`config.mk`:
```
export PLATFORM = sky130hd
export DESIGN_NAME = mipi_tx_pixel_packer
export DESIGN_NICKNAME = d
export VERILOG_FILES = /design/src/rtl/mipi_tx_pixel_packer.sv
export SDC_FILE = /design/constraint.sdc
export NUM_CORES = 1
export LEC_CHECK = 0
export ABC_AREA = 1
export ABC_CLOCK_PERIOD_IN_PS = 3490
export CAP_MARGIN = 20
export CORE_ASPECT_RATIO = 0.6
export CORE_MARGIN = 2
export CORE_UTILIZATION = 30
export DETAILED_ROUTE_END_ITERATION = 10
export PLACE_DENSITY = 0.55
export SETUP_SLACK_MARGIN = 0.5
export SYNTH_ARGS = -nofsm -noshare
export SYNTH_HDL_FRONTEND = slang
export SYNTH_SLANG_ARGS = --single-unit
```
`constraint.sdc`:
```
create_clock -name clk_periph -period 3.49 [get_ports clk_periph]
set_input_delay 0.5235 -clock clk_periph [delete_from_list [all_inputs] [get_ports clk_periph]]
set_output_delay 0.5235 -clock clk_periph [all_outputs]
set_load 0.01 [all_outputs]
```
`src/rtl/mipi_tx_pixel_packer.sv`:
```
// RGB888 parallel pixels to 32-bit little-endian payload words.
// One FIFO-ready line request per line, with overflow and line-length flags.
module mipi_tx_pixel_packer #(
  parameter int unsigned H_ACTIVE   = 1920,
  parameter int unsigned LINE_WORDS = H_ACTIVE * 3 / 4
) (
  input  logic        clk_periph,
  input  logic        rstn,
  input  logic        rx_vsync,
  input  logic        rx_hsync,
  input  logic        rx_de,
  input  logic [23:0] rx_pixel,
  input  logic        fifo_full,
  output logic        fifo_wr_en,
  output logic [31:0] fifo_wr_data,
  output logic        frame_start,
  output logic        tx_fifo_req,
  output logic [10:0] line_word_cnt,
  output logic        ovf_err,
  output logic        len_err
);

  // Pixel counter saturates above H_ACTIVE so overlong lines never alias.
  localparam int unsigned CNT_MAX =
    (H_ACTIVE > LINE_WORDS) ? H_ACTIVE + 1 : LINE_WORDS + 1;
  localparam int unsigned CNT_W = $clog2(CNT_MAX + 1);

  typedef enum logic [2:0] {
    S_IDLE,
    S_WAIT,
    S_ACTIVE,
    S_FLUSH,
    S_DONE
  } state_e;

  state_e      state_q, state_d;
  logic        vs_q;
  logic [1:0]  phase_q, phase_d;
  logic [23:0] res_q, res_d;
  logic [CNT_W-1:0] pix_q, pix_d;
  logic        wr_en_q, wr_en_d;
  logic [31:0] data_q, data_d;
  logic        fs_q, fs_d;
  logic        req_q, req_d;
  logic [10:0] wcnt_q, wcnt_d;
  logic        ovf_q, ovf_d;
  logic        len_q, len_d;

  logic        vs_rise;
  logic        wr_try;
  logic [31:0] word;
  logic        hsync_unused;

  assign hsync_unused = rx_hsync;
  assign vs_rise      = rx_vsync & ~vs_q;

  always_comb begin
    state_d = state_q;
    phase_d = phase_q;
    res_d   = res_q;
    pix_d   = pix_q;
    wr_en_d = 1'b0;
    data_d  = data_q;
    fs_d    = 1'b0;
    req_d   = 1'b0;
    wcnt_d  = wcnt_q;
    ovf_d   = ovf_q;
    len_d   = len_q;
    wr_try  = 1'b0;
    word    = 32'h0;
    if (vs_rise) begin
      state_d = S_WAIT;
      fs_d    = 1'b1;
      ovf_d   = 1'b0;
      len_d   = 1'b0;
    end else begin
      unique case (state_q)
        S_IDLE: ;
        S_WAIT: begin
          if (rx_de) begin
            state_d = S_ACTIVE;
            phase_d = 2'd1;
            res_d   = rx_pixel;
            pix_d   = CNT_W'(1);
            wcnt_d  = 11'd0;
          end
        end
        S_ACTIVE: begin
          if (rx_de) begin
            if (pix_q != CNT_W'(CNT_MAX))
              pix_d = pix_q + CNT_W'(1);
            phase_d = phase_q + 2'd1;
            unique case (phase_q)
              2'd0: res_d = rx_pixel;
              2'd1: begin
                word   = {rx_pixel[7:0], res_q};
                res_d  = {8'h0, rx_pixel[23:8]};
                wr_try = 1'b1;
              end
              2'd2: begin
                word   = {rx_pixel[15:0], res_q[15:0]};
                res_d  = {16'h0, rx_pixel[23:16]};
                wr_try = 1'b1;
              end
              default: begin
                word   = {rx_pixel, res_q[7:0]};
                res_d  = 24'h0;
                wr_try = 1'b1;
              end
            endcase
          end else begin
            if (pix_q != CNT_W'(H_ACTIVE))
              len_d = 1'b1;
            state_d = (phase_q != 2'd0) ? S_FLUSH : S_DONE;
          end
        end
        S_FLUSH: begin
          word    = {8'h0, res_q};
          wr_try  = 1'b1;
          res_d   = 24'h0;
          phase_d = 2'd0;
          state_d = S_DONE;
        end
        S_DONE: begin
          req_d   = 1'b1;
          state_d = S_WAIT;
        end
        default: state_d = S_IDLE;
      endcase
    end
    if (wr_try) begin
      if (fifo_full) begin
        ovf_d = 1'b1;
      end else begin
        wr_en_d = 1'b1;
        data_d  = word;
        if (wcnt_q != 11'h7FF)
          wcnt_d = wcnt_q + 11'd1;
      end
    end
  end

  always_ff @(posedge clk_periph) begin
    if (!rstn) begin
      state_q <= S_IDLE;
      vs_q    <= 1'b0;
      phase_q <= 2'd0;
      res_q   <= 24'h0;
      pix_q   <= '0;
      wr_en_q <= 1'b0;
      data_q  <= 32'h0;
      fs_q    <= 1'b0;
      req_q   <= 1'b0;
      wcnt_q  <= 11'd0;
      ovf_q   <= 1'b0;
      len_q   <= 1'b0;
    end else begin
      state_q <= state_d;
      vs_q    <= rx_vsync;
      phase_q <= phase_d;
      res_q   <= res_d;
      pix_q   <= pix_d;
      wr_en_q <= wr_en_d;
      data_q  <= data_d;
      fs_q    <= fs_d;
      req_q   <= req_d;
      wcnt_q  <= wcnt_d;
      ovf_q   <= ovf_d;
      len_q   <= len_d;
    end
  end

  assign fifo_wr_en    = wr_en_q;
  assign fifo_wr_data  = data_q;
  assign frame_start   = fs_q;
  assign tx_fifo_req   = req_q;
  assign line_word_cnt = wcnt_q;
  assign ovf_err       = ovf_q;
  assign len_err       = len_q;

endmodule

```
### Word-level counts from Yosys, hierarchy flattened

Cells that the tools add are included.
W data, S select, Z words.

* add/sub/neg operators: 3
* equal/unequal tests: 16
* mux-type cells: 36
* bitwise gates (word level): 7
* reductions and logical operators: 13

Operators by type and width (count)
* $pmux W24 S3: 2
* $mux W11: 9
* $pmux W32 S3: 1
* $mux W32: 2
* $pmux W32 S2: 1
* $mux W24: 2
* $ne A11 B11 Y1 const B: 3
* $add A11 B1 Y11 const B: 2
* $pmux W11 S2: 1
* $pmux W3 S5: 1
* $mux W1: 10
* $ne A2 B2 Y1 const B: 5
* $mux W3: 3
* $reduce_and A3 Y1: 3
* $eq A3 B2 Y1 const B: 2
* $ne A3 B3 Y1 const B: 2
* $not A1 Y1: 6
* $pmux W2 S3: 1
* $reduce_and A5 Y1: 1
* $mux W2: 2
* $reduce_and A2 Y1: 2
* $reduce_and A4 Y1: 1
* $reduce_bool A2 Y1: 2
* $eq A3 B1 Y1 const B: 1
* other kinds (10): 10

* register bits after elaboration: 89
* output and inout bits: 48

### Longest topological paths before layout

* word-level depth: 6
* depth in mapped cells: 11
* depth with buffers taken out: 10

### Least setup slack after synthesis

Ideal clock, no wire load.

* kind: register to register
* start: register phase_q[0]
* end: register res_q[7]
* arrival: 1496 ps
* path slack: 1882 ps
* cell stages (with the launch flop): 11
* buffers on the path: 2
* cell sequence: dfxtp_1 -> inv_1 -> ha_1 -> buf_2 -> inv_1 -> clkbuf_1 -> o221ai_1 -> nand2_1 -> nand2_1 -> nor2_1 -> nor2_1

* word-level cells in the longest chain between the ends: 4
* elaborated cells on any way between the ends: 6

RTL lines
* from (decl): line 38 `logic [1:0] phase_q, phase_d;`
* from (signal assigned): line 160 `phase_q <= phase_d;`
* $eq A2 B2 Y1 (tied with other cells): line 93 `unique case (phase_q)`
* $pmux W24 S3 *: line 93
* $mux W24 *: line 89 `if (rx_de) begin`
* $pmux W24 S3 *: line 77 `unique case (state_q)`
* to (signal assigned): line 161 `res_q <= res_d;`
* to (decl): line 39 `logic [23:0] res_q, res_d;`

Every way passes the cells marked *; elsewhere a longest branch is shown, timed or not. The select of a mux whose other input is x is not followed.
A chain may end at the register's enable or synchronous reset.

### Worst setup path after layout

* start: register phase_q[0]
* end: register data_q[1] (netlist: fifo_wr_data[1])

* word-level cells in the longest chain between the ends: 6
* elaborated cells on any way between the ends: 12

RTL lines
* $logic_not A2 Y1: line 93
* $mux W1: line 93
* $mux W1: line 89
* $pmux W1 S2: line 77
* $mux W1: line 71 `if (vs_rise) begin`
* $reduce_and A2 Y1 (no source line)
* to (signal assigned): line 164 `data_q <= data_d;`
* to (decl): line 42 `logic [31:0] data_q, data_d;`

Several ways; a longest one is shown, not always the timed one.

==> impl_summary.md <==
Logic synthesis
The synthesized design contains 0 enable-type register cells. Of all cell types, the one taking the most synthesized area is sky130_fd_sc_hd__dfxtp_1. Of the post-synthesis cell area, the dominant cell type holds 0.363. For this run, the number of Yosys warnings is 0. By count the netlist is led by sky130_fd_sc_hd__nand2_1 (190), sky130_fd_sc_hd__nor2_1 (146), sky130_fd_sc_hd__dfxtp_1 (89). The count of cell types in the netlist is 33.

The most used flip-flop cell after synthesis is sky130_fd_sc_hd__dfxtp_1. The number of cells produced by synthesis is 776. Ranked by total cell area, the synthesized netlist is headed by sky130_fd_sc_hd__dfxtp_1 (36%), sky130_fd_sc_hd__nand2_1 (15%), sky130_fd_sc_hd__nor2_1 (11%).

The area of the mapped netlist is 4910 sq um. Each instance of the synthesized netlist takes up on average 6.33 sq um. The synthesis-stage register bit count is 89. The most used standard cell by instance count after synthesis is sky130_fd_sc_hd__nand2_1. The share of async-settable or async-resettable flops after synthesis is 0. For this run, the register share of the synthesized area comes to 0.363. Synthesis produced a netlist with a net count of 814.

Timing
Dividing the final minimum period by the clock period gives 0.641. The count of pins over their slew limit came to 0. After routing, the total negative slack on setup checks comes to 0 ps. At the pin with the least slew margin, the transition time is 968 ps.

Setup repair after global routing left no endpoint under its margin. The setup violation total in the final timing report is 0. The final critical-path required period is 2240 ps. On the final layout, the worst hold slack is 428 ps.

Static timing analysis puts the maximum clock frequency at 0.447 GHz. The headroom to the max-slew limit is 0.354. The count of endpoints failing hold in the final timing report is 0. The clock arrives with 10.9 ps of skew.

Placed design
The post-place instance area is ~6000 sq um. In this run, placement finished with an instance count of 1035. The wire-length estimate of the detail-placed layout is 10.6 mm. Buffers placed on the I/O ports in this run total 76. The weighted congestion reported at the end of routability-driven placement is between 0.8 and 0.9.

Worst setup path
The kind of critical path is register to register. The most critical setup path has its startpoint at phase_q[0]. The largest incremental delay on the critical path is 400 ps. Walking the worst path, the cells encountered are ha_1 -> buf_4 -> clkinv_1 -> nand3_1 -> nand2_1 -> nand2_2 -> nand3_1 -> o21ai_0. In this run the critical register-to-register path is captured at fifo_wr_data[1]. The largest fanout of any net on the critical path is 25. The capture point of the critical path is fifo_wr_data[1]. At the worst endpoint, the arrival time is 2500 ps. The internal reg-to-reg setup slack is 1250 ps.

Among the stages of the critical path, the cell type that occurs most often is sky130_fd_sc_hd__nand3_1. The type of origin of the critical path is a register. The gate family responsible for the most delay along the worst path is simple AND/OR/NAND/NOR gates.

The number of buffers and inverters on the critical path is 2. The required time of the critical path is 3760 ps. The total stage count of the critical path is 8. The origin of the critical flop-to-flop path is phase_q[0].

Counting cells, the worst reg-to-reg path comes to 8. For this design, the slowest cell found on the critical path is sky130_fd_sc_hd__dfxtp_1. STA classifies the critical path endpoint as a register.

Drt
The post-detailed-route count of antenna-violating nets is 0. The total number of vias is 5055. In the routed design, unresolved DRC markers number 0. Dividing the detail-routed via count by the number of cells gives 4.81. The routed wire length is 15.1 mm. Dividing the detail-routed wire length by the instance count gives 14.4 microns. The number of iterations in the first detailed-routing pass is 5. The first routing iteration left between 300 and 400 violations.

Global routing
For met1 alone, demand over resource in global routing was 0.270. For this run the aggregate overflow at the end of global routing stands at 0. For this run, global-route usage on met2 was measured as 0.265. For this run, global-route usage on met3 was measured as 0.0441. The first global-routing pass estimated 25.0 mm of wire. In the global route stage, overall resource usage came out at 0.183.

The initial antenna violation count is 0. After global routing, the most crowded layer is met1. The via count of the first global-routing pass was 4739.

Entering global routing, the biggest net connects 52 pins.

Hold path
Counting instances, the worst hold path has a depth of 1. The path class of the lowest-slack min-delay path is register to register.

Power and ir drop
The share of total power dissipated in combinational logic is 0.120. Internal power comes to about 1.6 mW. IR analysis of the VDD net gives a maximum drop of 0.188 mV. The share of total power dissipated in sequential elements is 0.472. The leakage power summed over all cells is approximately 2.6 nW. The power per cell area is 367 nW/um^2.

Of the total power, the share spent switching nets is 0.268. The switching power is 0.601 mW. Of the total power, the clock network draws 0.408.

Die
From bottom edge to top edge, the die measures 103 microns. The starting utilization of the core area is 0.305. The area of the die is ~17000 sq um.

The I/O pin total is 78. The number of core rows is 36. The x dimension of the die is 169 microns. In this run the standard cell core region covers around 16000 sq um.

CTS
The total of hold buffers inserted after clock tree synthesis is 0. The later pin in the worst-skew pair is clocked with a latency of 350 ps. Buffers inserted during clock tree synthesis total 9. TritonCTS built the clock tree.

After clock tree synthesis, the clock-pin slew on the worst setup and hold paths is 70 ps. The root buffer selected by CTS is sky130_fd_sc_hd__clkbuf_16. No sink is reached through more buffers than the 2 on the longest clock path. After clock tree synthesis, the repair step resized 0 gates.

Buffers added to address setup during post-CTS repair amount to 0. The count of clock tree sinks is approximately 90. The maximum level of the CTS H-tree is 3.

Run status
The run finished with clean final reports.

Finish
For this run, the number of standard cells in the final layout without fillers is 1052. After routing the design area is 6110 sq um. The growth of design area from synthesis to finish is 24.4%. The fraction of layout cells with a size suffix above 1 is 0.0523. The net count of the finished layout is 875.

Job
The total of max-cap violations is 0.
==> power groups by stage <==
| stage | Combinational, mW | Clock [mW] | Sequential (mW) |
|---|---|---|---|
| 6_report | 0.270 | 0.914 | 1.06 |
| 5_1_grt | 0.306 | 0.988 | 1.06 |
| 4_1_cts | 0.268 | 0.941 | 1.06 |
| 3_5_place_dp | 0.267 | 0 | 1.08 |
| 3_3_place_gp | 0.267 | 0 | 1.08 |
| 2_1_floorplan | 0.174 | 0 | 1.08 |
==> metrics by stage <==
stage          worst slack [ps]  power (mW)   util
6_report                   1250        2.24  0.379
5_1_grt                     948        2.36  0.379
3_3_place_gp               1040        1.35  0.362
4_1_cts                    1240        2.27  0.379
2_1_floorplan              1880        1.25      -
3_5_place_dp               1030        1.35  0.362
==> layout make-up <==
type,count,area (sq um)
inverters,86,325
fillers,1765,10000
clock buffers,11,243
diodes,1,2.50
flip-flops and latches,89,1780
repair buffers,86,831
multi-input cells,565,2640
clock inverters,5,31.3
well taps,209,262
==> logic make-up after synthesis <==
family | synth area share
compound gates | 0.156
simple gates | 0.350
buf+inv | 0.101
xor+xnor | 0.0107
flops | 0.363
fa+ha+maj | 0.0204
==> registers in the layout, summed over array words and instances, names as in the netlist <==
register,flops
pix_q,11
fifo_wr_en,1
frame_start,1
tx_fifo_req,1
fifo_wr_data,32
res_q,24
phase_q,2
len_err,1
vs_q,1
state_q,3
ovf_err,1
line_word_cnt,11
==> worst min path at each step <==
stage / from / end / slack [ps]
2_1_floorplan: vs_q / frame_start / 390
3_3_place_gp: vs_q / frame_start / 410
3_5_place_dp: vs_q / frame_start / 410
4_1_cts: vs_q / frame_start / 420
5_1_grt: vs_q / frame_start / 430
6_report: vs_q / frame_start / 430
==> layer usage <==
metal	up-vias	routed length, microns
li1	2612	-
met1	2298	8200
met2	128	5910
met3	17	831
met4	0	186
met5	-	0
==> layout by cell type, fill, tap and decap left out, drive strengths merged <==
master	count
o221ai	7
dfxtp	89
ha	8
buf	11
nand3b	1
nor2	151
a211oi	2
o21ai	56
clkdlybuf4s50	75
diode	1
a22oi	9
nand3	58
xor2	6
clkbuf	11
clkinv	6
o22ai	11
o211ai	4
nand2	194
o21a	1
nand4	6
inv	84
clkinvlp	1
a21oi	47
nor3	4
(Power assumes the default switching activity.)
